===== src/rtl/otl_dac_pkg.sv =====
// Shared state encoding and address step for the DAC DMA-to-FIFO streaming engine.
package otl_dac_pkg;

  typedef enum logic [1:0] {
    ST_IDLE  = 2'd0,
    ST_RUN   = 2'd1,
    ST_DRAIN = 2'd2,
    ST_DONE  = 2'd3
  } dac_state_e;

  localparam int unsigned DAC_DATAW = 32;
  localparam int unsigned ADDR_INC  = DAC_DATAW / 8;

endpackage


===== src/rtl/otl_dac_reqgen.sv =====
// Read-request generator: window address/remaining counters, registered request
// valid with hold-until-ready, and circular wrap back to the window base.
module otl_dac_reqgen
  import otl_dac_pkg::*;
#(
  parameter int unsigned ADDRW = 32,
  parameter int unsigned LENW  = 16,
  parameter int unsigned STEP  = ADDR_INC
) (
  input  logic             clk,
  input  logic             reset,
  input  logic             i_start,
  input  logic [ADDRW-1:0] i_cfg_base,
  input  logic [LENW-1:0]  i_cfg_len,
  input  logic             i_cfg_circular,
  input  logic             i_issue_ok,
  input  logic             i_rdready,
  output logic [ADDRW-1:0] o_rdaddr,
  output logic             o_rdvalid,
  output logic             o_accept,
  output logic             o_exhausted
);

  logic [ADDRW-1:0] r_base;
  logic [ADDRW-1:0] r_addr;
  logic [ADDRW-1:0] w_addr_next;
  logic [LENW-1:0]  r_len;
  logic [LENW-1:0]  r_rem;
  logic [LENW-1:0]  w_rem_next;
  logic             r_circ;
  logic             r_valid;
  logic             w_wrap;

  assign o_accept = r_valid && i_rdready;
  assign w_wrap   = o_accept && r_circ && (r_rem == LENW'(1));

  always_comb begin
    w_addr_next = r_addr;
    w_rem_next  = r_rem;
    if (i_start) begin
      w_addr_next = i_cfg_base;
      w_rem_next  = i_cfg_len;
    end else if (w_wrap) begin
      w_addr_next = r_base;
      w_rem_next  = r_len;
    end else if (o_accept) begin
      w_addr_next = r_addr + ADDRW'(STEP);
      w_rem_next  = r_rem - LENW'(1);
    end
  end

  assign o_exhausted = (w_rem_next == '0);

  always_ff @(posedge clk) begin
    if (reset) begin
      r_base  <= '0;
      r_len   <= '0;
      r_circ  <= 1'b0;
      r_addr  <= '0;
      r_rem   <= '0;
      r_valid <= 1'b0;
    end else begin
      r_addr <= w_addr_next;
      r_rem  <= w_rem_next;
      if (i_start) begin
        r_base <= i_cfg_base;
        r_len  <= i_cfg_len;
        r_circ <= i_cfg_circular;
      end
      // A pending request is never withdrawn; otherwise re-evaluate on the next word.
      if (r_valid && !i_rdready) r_valid <= 1'b1;
      else                       r_valid <= i_issue_ok && !o_exhausted;
    end
  end

  assign o_rdaddr  = r_addr;
  assign o_rdvalid = r_valid;

endmodule


===== src/rtl/otl_dac_core.sv =====
// DMA-read to FIFO-write streaming engine for the DAC path: bounded outstanding
// reads over a linear or circular window, responses registered into the sample FIFO.
module otl_dac_core
  import otl_dac_pkg::*;
#(
  parameter int unsigned ADDRW   = 32,
  parameter int unsigned DATAW   = DAC_DATAW,
  parameter int unsigned LENW    = 16,
  parameter int unsigned MAX_OUT = 4
) (
  input  logic             clk,
  input  logic             reset,
  input  logic             enable,
  input  logic [ADDRW-1:0] cfg_base,
  input  logic [LENW-1:0]  cfg_len,
  input  logic             cfg_circular,
  output logic [ADDRW-1:0] dma_rdaddr,
  output logic             dma_rdvalid,
  input  logic             dma_rdready,
  input  logic [DATAW-1:0] dma_rddata,
  input  logic             dma_rddvalid,
  output logic [DATAW-1:0] fifo_wrdata,
  output logic             fifo_wren,
  input  logic             fifo_full,
  input  logic             fifo_afull,
  output logic             busy,
  output logic             done,
  output logic             overflow
);

  localparam int unsigned OUTW = $clog2(MAX_OUT + 1);

  dac_state_e       r_state;
  logic [OUTW-1:0]  r_out;
  logic [OUTW-1:0]  w_out_next;
  logic             r_abort;
  logic             r_wren;
  logic [DATAW-1:0] r_wrdata;
  logic             r_busy;
  logic             r_done;
  logic             r_ovf;
  logic             w_start;
  logic             w_resp;
  logic             w_issue_ok;
  logic             w_accept;
  logic             w_exhausted;
  logic             w_rdvalid;
  logic [ADDRW-1:0] w_rdaddr;

  assign w_start = (r_state == ST_IDLE) && enable && (cfg_len != '0);
  assign w_resp  = dma_rddvalid && (r_out != '0);

  always_comb begin
    w_out_next = r_out;
    if (w_accept && !w_resp)      w_out_next = r_out + OUTW'(1);
    else if (!w_accept && w_resp) w_out_next = r_out - OUTW'(1);
  end

  // Budget uses the post-edge count so a freshly raised request never exceeds MAX_OUT.
  assign w_issue_ok = (w_start || (r_state == ST_RUN)) && enable && !fifo_afull &&
                      (w_out_next < OUTW'(MAX_OUT));

  otl_dac_reqgen #(
    .ADDRW (ADDRW),
    .LENW  (LENW),
    .STEP  (DATAW / 8)
  ) u_reqgen (
    .clk            (clk),
    .reset          (reset),
    .i_start        (w_start),
    .i_cfg_base     (cfg_base),
    .i_cfg_len      (cfg_len),
    .i_cfg_circular (cfg_circular),
    .i_issue_ok     (w_issue_ok),
    .i_rdready      (dma_rdready),
    .o_rdaddr       (w_rdaddr),
    .o_rdvalid      (w_rdvalid),
    .o_accept       (w_accept),
    .o_exhausted    (w_exhausted)
  );

  always_ff @(posedge clk) begin
    if (reset) begin
      r_state  <= ST_IDLE;
      r_out    <= '0;
      r_abort  <= 1'b0;
      r_wren   <= 1'b0;
      r_wrdata <= '0;
      r_busy   <= 1'b0;
      r_done   <= 1'b0;
      r_ovf    <= 1'b0;
    end else begin
      r_out  <= w_out_next;
      r_wren <= w_resp;
      r_done <= 1'b0;
      if (w_resp) r_wrdata <= dma_rddata;
      if (w_resp && fifo_full) r_ovf <= 1'b1;
      case (r_state)
        ST_IDLE: begin
          if (enable) begin
            r_busy <= 1'b1;
            if (cfg_len == '0) begin
              r_state <= ST_DONE;
              r_done  <= 1'b1;
            end else begin
              r_state <= ST_RUN;
              r_abort <= 1'b0;
              r_ovf   <= 1'b0;
            end
          end
        end
        ST_RUN: begin
          if (w_exhausted) begin
            r_state <= ST_DRAIN;
            r_abort <= 1'b0;
          end else if (!enable && !(w_rdvalid && !dma_rdready)) begin
            r_state <= ST_DRAIN;
            r_abort <= 1'b1;
          end
        end
        ST_DRAIN: begin
          if (r_out == '0) begin
            if (r_abort) begin
              r_state <= ST_IDLE;
              r_busy  <= 1'b0;
            end else begin
              r_state <= ST_DONE;
              r_done  <= 1'b1;
            end
          end
        end
        ST_DONE: begin
          r_state <= ST_IDLE;
          r_busy  <= 1'b0;
        end
      endcase
    end
  end

  assign dma_rdaddr  = w_rdaddr;
  assign dma_rdvalid = w_rdvalid;
  assign fifo_wren   = r_wren;
  assign fifo_wrdata = r_wrdata;
  assign busy        = r_busy;
  assign done        = r_done;
  assign overflow    = r_ovf;

endmodule


===== config.mk =====
export PLATFORM = sky130hd
export DESIGN_NAME = otl_dac_core
export DESIGN_NICKNAME = d
export VERILOG_FILES = /design/src/rtl/otl_dac_pkg.sv /design/src/rtl/otl_dac_reqgen.sv /design/src/rtl/otl_dac_core.sv
export SDC_FILE = /design/constraint.sdc
export NUM_CORES = 1
export LEC_CHECK = 0
export BUFFER_PORTS_ARGS = -buffer_cell sky130_fd_sc_hd__buf_2
export CAP_MARGIN = 10
export CORE_MARGIN = 5
export CORE_UTILIZATION = 58
export DETAILED_ROUTE_END_ITERATION = 10
export PLACE_DENSITY = 0.88
export SLEW_MARGIN = 20
export SYNTH_ARGS = -nofsm -noshare
export SYNTH_HDL_FRONTEND = slang
export SYNTH_SLANG_ARGS = --single-unit

===== constraint.sdc =====
create_clock -name clk -period 4.7 [get_ports clk]
set_input_delay 1.41 -clock clk [delete_from_list [all_inputs] [get_ports clk]]
set_output_delay 1.41 -clock clk [all_outputs]
set_load 0.01 [all_outputs]

* After elaboration in Yosys (flattened, before gate mapping)
Cells that the tools add are included.
Operators by class: reductions and logical operators 35, eq/ne operators 9, $lt $le $gt $ge 1, $add $sub $neg 4, mux-type cells 34
Operators with widths (number):
- $mux 32 | 3
- $mux 16 | 3
- $add 32x3->32 const B | 1
- $logic_not 16->1 | 2
- $eq 16x1->1 const B | 1
- $mux 1 | 16
- $reduce_bool 16->1 | 1
- $sub 16x1->16 const B | 1
- $logic_and 1x1->1 | 15
- $mux 2 | 6
- $reduce_bool 3->1 | 3
- $ne 2x2->1 const B | 4
- $pmux 2 s4 | 1
- $reduce_and 4->1 | 2
- $logic_not 1->1 | 7
- $mux 3 | 2
- $eq 2x2->1 const B | 2
- $pmux 1 s2 | 2
- $add 3x1->3 const B | 1
- $logic_not 3->1 | 1
- $lt 3x3->1 const B | 1
- $ne 3x1->1 const B | 1
- $pmux 1 s3 | 1
- $reduce_and 3->1 | 1
- 5 further kinds | 5
Storage, ports and cells: input bits 88, logic and storage cells 97, bits in registers 140

* Depth between registers and ports, before layout
word-level depth 9, gate-level depth with buffers 14

* Cells and area by module
From an unflattened synthesis, not the netlist that was laid out.
Unflattened totals: cells, all modules 842, area, all modules 6631.4 um^2
By module, submodules not included:
- otl_dac_reqgen | times used 1, seq. area each 1961.9 um^2, cells an instance 641, area each 4987.3 um^2
- otl_dac_core | times used 1, seq. area each 840.8 um^2, cells an instance 201, area each 1644.1 um^2

* Least setup slack after synthesis
OpenSTA, ideal clock, no wires.
path type input to register, start input dma_rdready, end register u_reqgen.r_valid (netlist: u_reqgen.o_rdvalid), required time 4621 ps, cell stages on the path 10, buffers on the path 2, data arrival time 3148 ps, path slack 1473 ps, setup time 79 ps, path through nand2_1 -> inv_1 -> clkbuf_1 -> clkbuf_1 -> ha_1 -> o21ai_0 -> xor2_1 -> or3_1 -> o21bai_1 -> o211ai_1
Between the ends: word-level cells in the longest chain between the ends 9, elaborated cells between the ends (all ways) 19, classes of those cells 1 x order compare; 6 x mux; 12 x reduce/logical
Ends and longest elaborated chain:
- start: declaration | RTL line otl_dac_core.sv:19 | input logic dma_rdready,
- $logic_and 1x1->1 | RTL line otl_dac_reqgen.sv:34 | assign o_accept = r_valid && i_rdready;
- $logic_not 1->1 or $logic_and 1x1->1 (tied branches) | RTL line otl_dac_core.sv:56, otl_dac_reqgen.sv:35
- $logic_and 1x1->1, on equally long branches | RTL line otl_dac_core.sv:56, otl_dac_reqgen.sv:35
- $mux 3 or $mux 16 (tied branches) | RTL line otl_dac_core.sv:56, otl_dac_reqgen.sv:43
- $mux 3 or $mux 16 (tied branches) | RTL line otl_dac_core.sv:55, otl_dac_reqgen.sv:40
- $lt 3x3->1 or $logic_not 16->1 (tied branches) | RTL line otl_dac_core.sv:61, otl_dac_reqgen.sv:52
- $logic_and 1x1->1 or $logic_not 1->1 (tied branches) | RTL line otl_dac_core.sv:60, otl_dac_reqgen.sv:72
- $logic_and 1x1->1 | RTL line otl_dac_reqgen.sv:72 | else r_valid <= i_issue_ok && !o_exhausted;
- $mux 1 * | RTL line otl_dac_reqgen.sv:71 | if (r_valid && !i_rdready) r_valid <= 1'b1;
- end signal: assignment | RTL line otl_dac_reqgen.sv:72
- end: declaration | RTL line otl_dac_reqgen.sv:31 | logic r_valid;
Mark *: on every way between the ends. The rest lies on a longest branch, timed or not. A chain may end at the register's enable or synchronous reset.

* Final worst setup path
start input cfg_len[8], end register r_abort
Between the ends: word-level cells in the longest chain between the ends 6, elaborated cells between the ends (all ways) 10, classes of those cells 2 x eq/ne; 3 x mux; 5 x reduce/logical
Ends and longest elaborated chain:
- start: declaration | RTL line otl_dac_core.sv:15 | input logic [LENW-1:0] cfg_len,
- $reduce_bool 16->1 | RTL line otl_dac_core.sv:50 | assign w_start = (r_state == ST_IDLE) && enable && (cfg_len != '0);
- $logic_and 1x1->1 | RTL line otl_dac_core.sv:50
- $mux 16 | RTL line otl_dac_reqgen.sv:40 | if (i_start) begin
- $logic_not 16->1 | RTL line otl_dac_reqgen.sv:52 | assign o_exhausted = (w_rem_next == '0);
- $ne 3x1->1 (no source line) or $mux 1 (tied branches)
- $reduce_and 4->1 (no source line) or $pmux 1 s2 (tied branches)
- end signal: assignment | RTL line otl_dac_core.sv:86 | r_abort <= 1'b0;
- end signal: assignment | RTL line otl_dac_core.sv:107 | r_abort <= 1'b0;
- end signal: assignment | RTL line otl_dac_core.sv:115 | r_abort <= 1'b0;
- end: declaration | RTL line otl_dac_core.sv:36 | logic r_abort;
Several ways; a longest one is shown, not always the timed one.

==> out/results.tsv <==
stage	metric	value	unit
synth	ys_seq_area_share	41.9	%
min_path	min_path_type	flip-flop to flip-flop	
synth	synthCells	871	
clock_network	cts_resized	0	
synth	synth_commonest_cells	186 x nand2_1, 142 x a21oi_1, 140 x dfxtp_1, 70 x nor2_1, 49 x clkbuf_1	
finish	diodes	0	
critical_path	worst-path-max-fanout	19	
timing	fin_crit_sh	75.7	%
floorplanning	dieHeight	117	µm
synth	netlist.area_leader.share	41.9	%
drt	first_pass_iters	5	
clock_network	cts_tree	built	
synth	synth.area.top_cells	dfxtp_1 42%, a21oi_1 11%, nand2_1 10%	
clock_network	cts_made_buffers	17	
critical_path	crit_family	simple AND/OR/NAND/NOR gates	
place	hpwl	12800	µm
critical_path	start_kind	input pin	
critical_path	crit_path_end_kind	flip-flop	
finish	seq_area	0.00280	mm²
power_and_ir_drop	peakVddDrop	0.364	mV
synth	netlist-cell-type-count	68	
critical_path	cpMostUsedCell	o21ai_0	
critical_path	worst_path_max_delay_cell	nand2_2	
timing	setup_tns	0	ns
clock_network	htree_levels	4	
place	routabilityCongestion	0.963	
run_status	outcome	complete, no violations	
drt	drt_iter0_drc	693	
timing	period_needed	3.56	ns
clock_network	postCtsHoldBufs	0	
clock_network	postCtsSetupBuffers	0	
floorplanning	num_io_pins	157	
synth	async_reset_ff_share	0	%
power_and_ir_drop	power.density	557	mW/mm²
power_and_ir_drop	p_total	4530	µW
critical_path	arrival	3.91	ns
critical_path	critPathKind	input pin to flip-flop	
synth	ys_ff_latch	140	
synth	yosys_warnings	0	
place	numPortBuffers	156	
power_and_ir_drop	p_leak	0.00325	µW
drt	highest_layer	met4	
synth	synth_largest_area_cell	dfxtp_1	
finish	fillers	905	
timing	fmax	281	MHz
floorplanning	die_x	117	µm
timing	drv_slew	0	
clock_network	clockRootBuffer	clkbuf_16	
timing	tightest_slew	1.08	ns
critical_path	cp_cell_sequence	buf_2 -> nor4_1 -> nand4_1 -> nand2_2 -> o21ai_0 -> o21ai_0 -> nor4b_4 -> a41oi_1	
synth	synth_ff_type	dfxtp_1	
floorplanning	row_count	39	
global_route	grt.total_usage	27.2	%
drt	wl_met1	7880	µm
critical_path	cpPeakStageDelay	0.57	ns
drt	vias	6950	
floorplanning	dieArea	0.0138	mm²
clock_network	clock_latency	0.42	ns
finish	nNetsFinal	1090	
clock_network	cts_max_path_buffers	2	
timing	slew_headroom	27.5	%
timing	hold_viol_final	0	
clock_network	cts.sinks	140	
global_route	grt_pass1_wl	31600	µm
synth	syn_nets	967	
drt	wl_met3	2090	µm
critical_path	rrSetupSlack	1.78	ns
synth	yosysMostFrequentCell	nand2_1	
floorplanning	initial_core_util	58.8	%
global_route	grt-ovfl-total	0	
finish	stdcell_count	1150	
timing	skew	0.00490	ns
global_route	antenna_found_initial	0	
drt	drt_drc_violations_left	0	
floorplanning	core_area	0.0114	mm²
run	cap_violations	0	
global_route	grt_max_degree	71	
drt	wl_met2	8660	µm
global_route	grt_pass1_vias	6466	
drt	ant_nets	0	
synth	syn-cell-area	0.00669	mm²
drt	wirelength	19000	µm
finish	drive_gt1_share	21.5	%
synth	synth_edf_count	0	
critical_path	worstPathRequired	5.05	ns
place	place_inst	1118	
drt	routedWlPerCell	16.5	µm
finish	multi_input_area	0.00359	mm²
clock_network	clk_pin_slew_worst_paths	0.06	ns
timing	hold_slack	0.451	ns
synth	synth_area_per_cell	7.68	µm²
drt	vias_per_cell	6.04	
finish	synthToLayoutAreaGrowth	21.5	%
timing	grt_setup_unrepaired	false	
timing	finalSetupViolCount	0	
finish	post-route-util	71.5	%
critical_path	critical_path_buf_inv_count	1	
## cells by family after synthesis
group,after synthesis,synth area share [%]
simple gates,373,26.1
compound gates,270,25.2
flops,140,41.9
buf+inv,75,4.60
fa+ha+maj,8,1.50
xor+xnor,5,0.655
## path summary, 6_finish.rpt
path                           start                     to  depth (start not counted)
setup / recovery          cfg_len[8]                r_abort                          8
hold / removal        fifo_wrdata[4]         fifo_wrdata[4]                          2
setup reg to reg  u_reqgen.r_rem[12]  u_reqgen.o_rdaddr[12]                          8
hold reg to reg       fifo_wrdata[4]         fifo_wrdata[4]                          2
## final cells by class
| type | instances | share of cell area (%) |
|---|---|---|
| Multi-Input combinational cell | 656 | 44.1 |
| Sequential cell | 140 | 34.5 |
| Timing Repair Buffer | 168 | 10.9 |
| Clock buffer | 19 | 5.45 |
| Clock inverter | 13 | 2.31 |
| Tap cell | 143 | 2.20 |
| Inverter | 11 | 0.508 |
## sequential cells by signal, indices dropped and copies added, names as in the netlist, 2 cells and up
name	count
fifo_wrdata	32
u_reqgen.o_rdaddr	32
u_reqgen.r_base	32
u_reqgen.r_len	16
u_reqgen.r_rem	16
r_out	3
r_state	2
## power breakdown
part | internal (µW) | switching [µW] | total [µW]
Combinational | 556 | 877 | 1430
Clock | 906 | 520 | 1430
Sequential | 1440 | 227 | 1670
## cells in the final DEF, fill, tap and decap left out, drive strengths merged, types with 11 or more instances in the layout
master,count
a31oi,17
o211ai,15
o221ai,14
o21ai,13
inv,13
nor2,71
o31a,11
nor4,12
nor3,23
dfxtp,140
buf,168
clkbuf,19
nand2,186
a21oi,142
nand3,21
## per-layer routing
layer	GRT usage, %	vias to the layer above
met5	0	-
met4	9.93	0
met3	9.14	35
met2	41.8	374
met1	35.7	3160
li1	-	3381
## worst min-delay path: stages (launching register included)
cell and delay, ns:
dfxtp_1 0.30, nand2_1 0.05, a21oi_1 0.05
## per-stage QoR
stage	cell area [µm²]	setup WS [ns]
after floorplan	6690	1.47
after global placement	7490	0.840
after detailed placement	7490	0.837
after CTS	8130	1.25
after global routing	8130	0.920
final	8130	1.14
(Power assumes the default switching activity.)
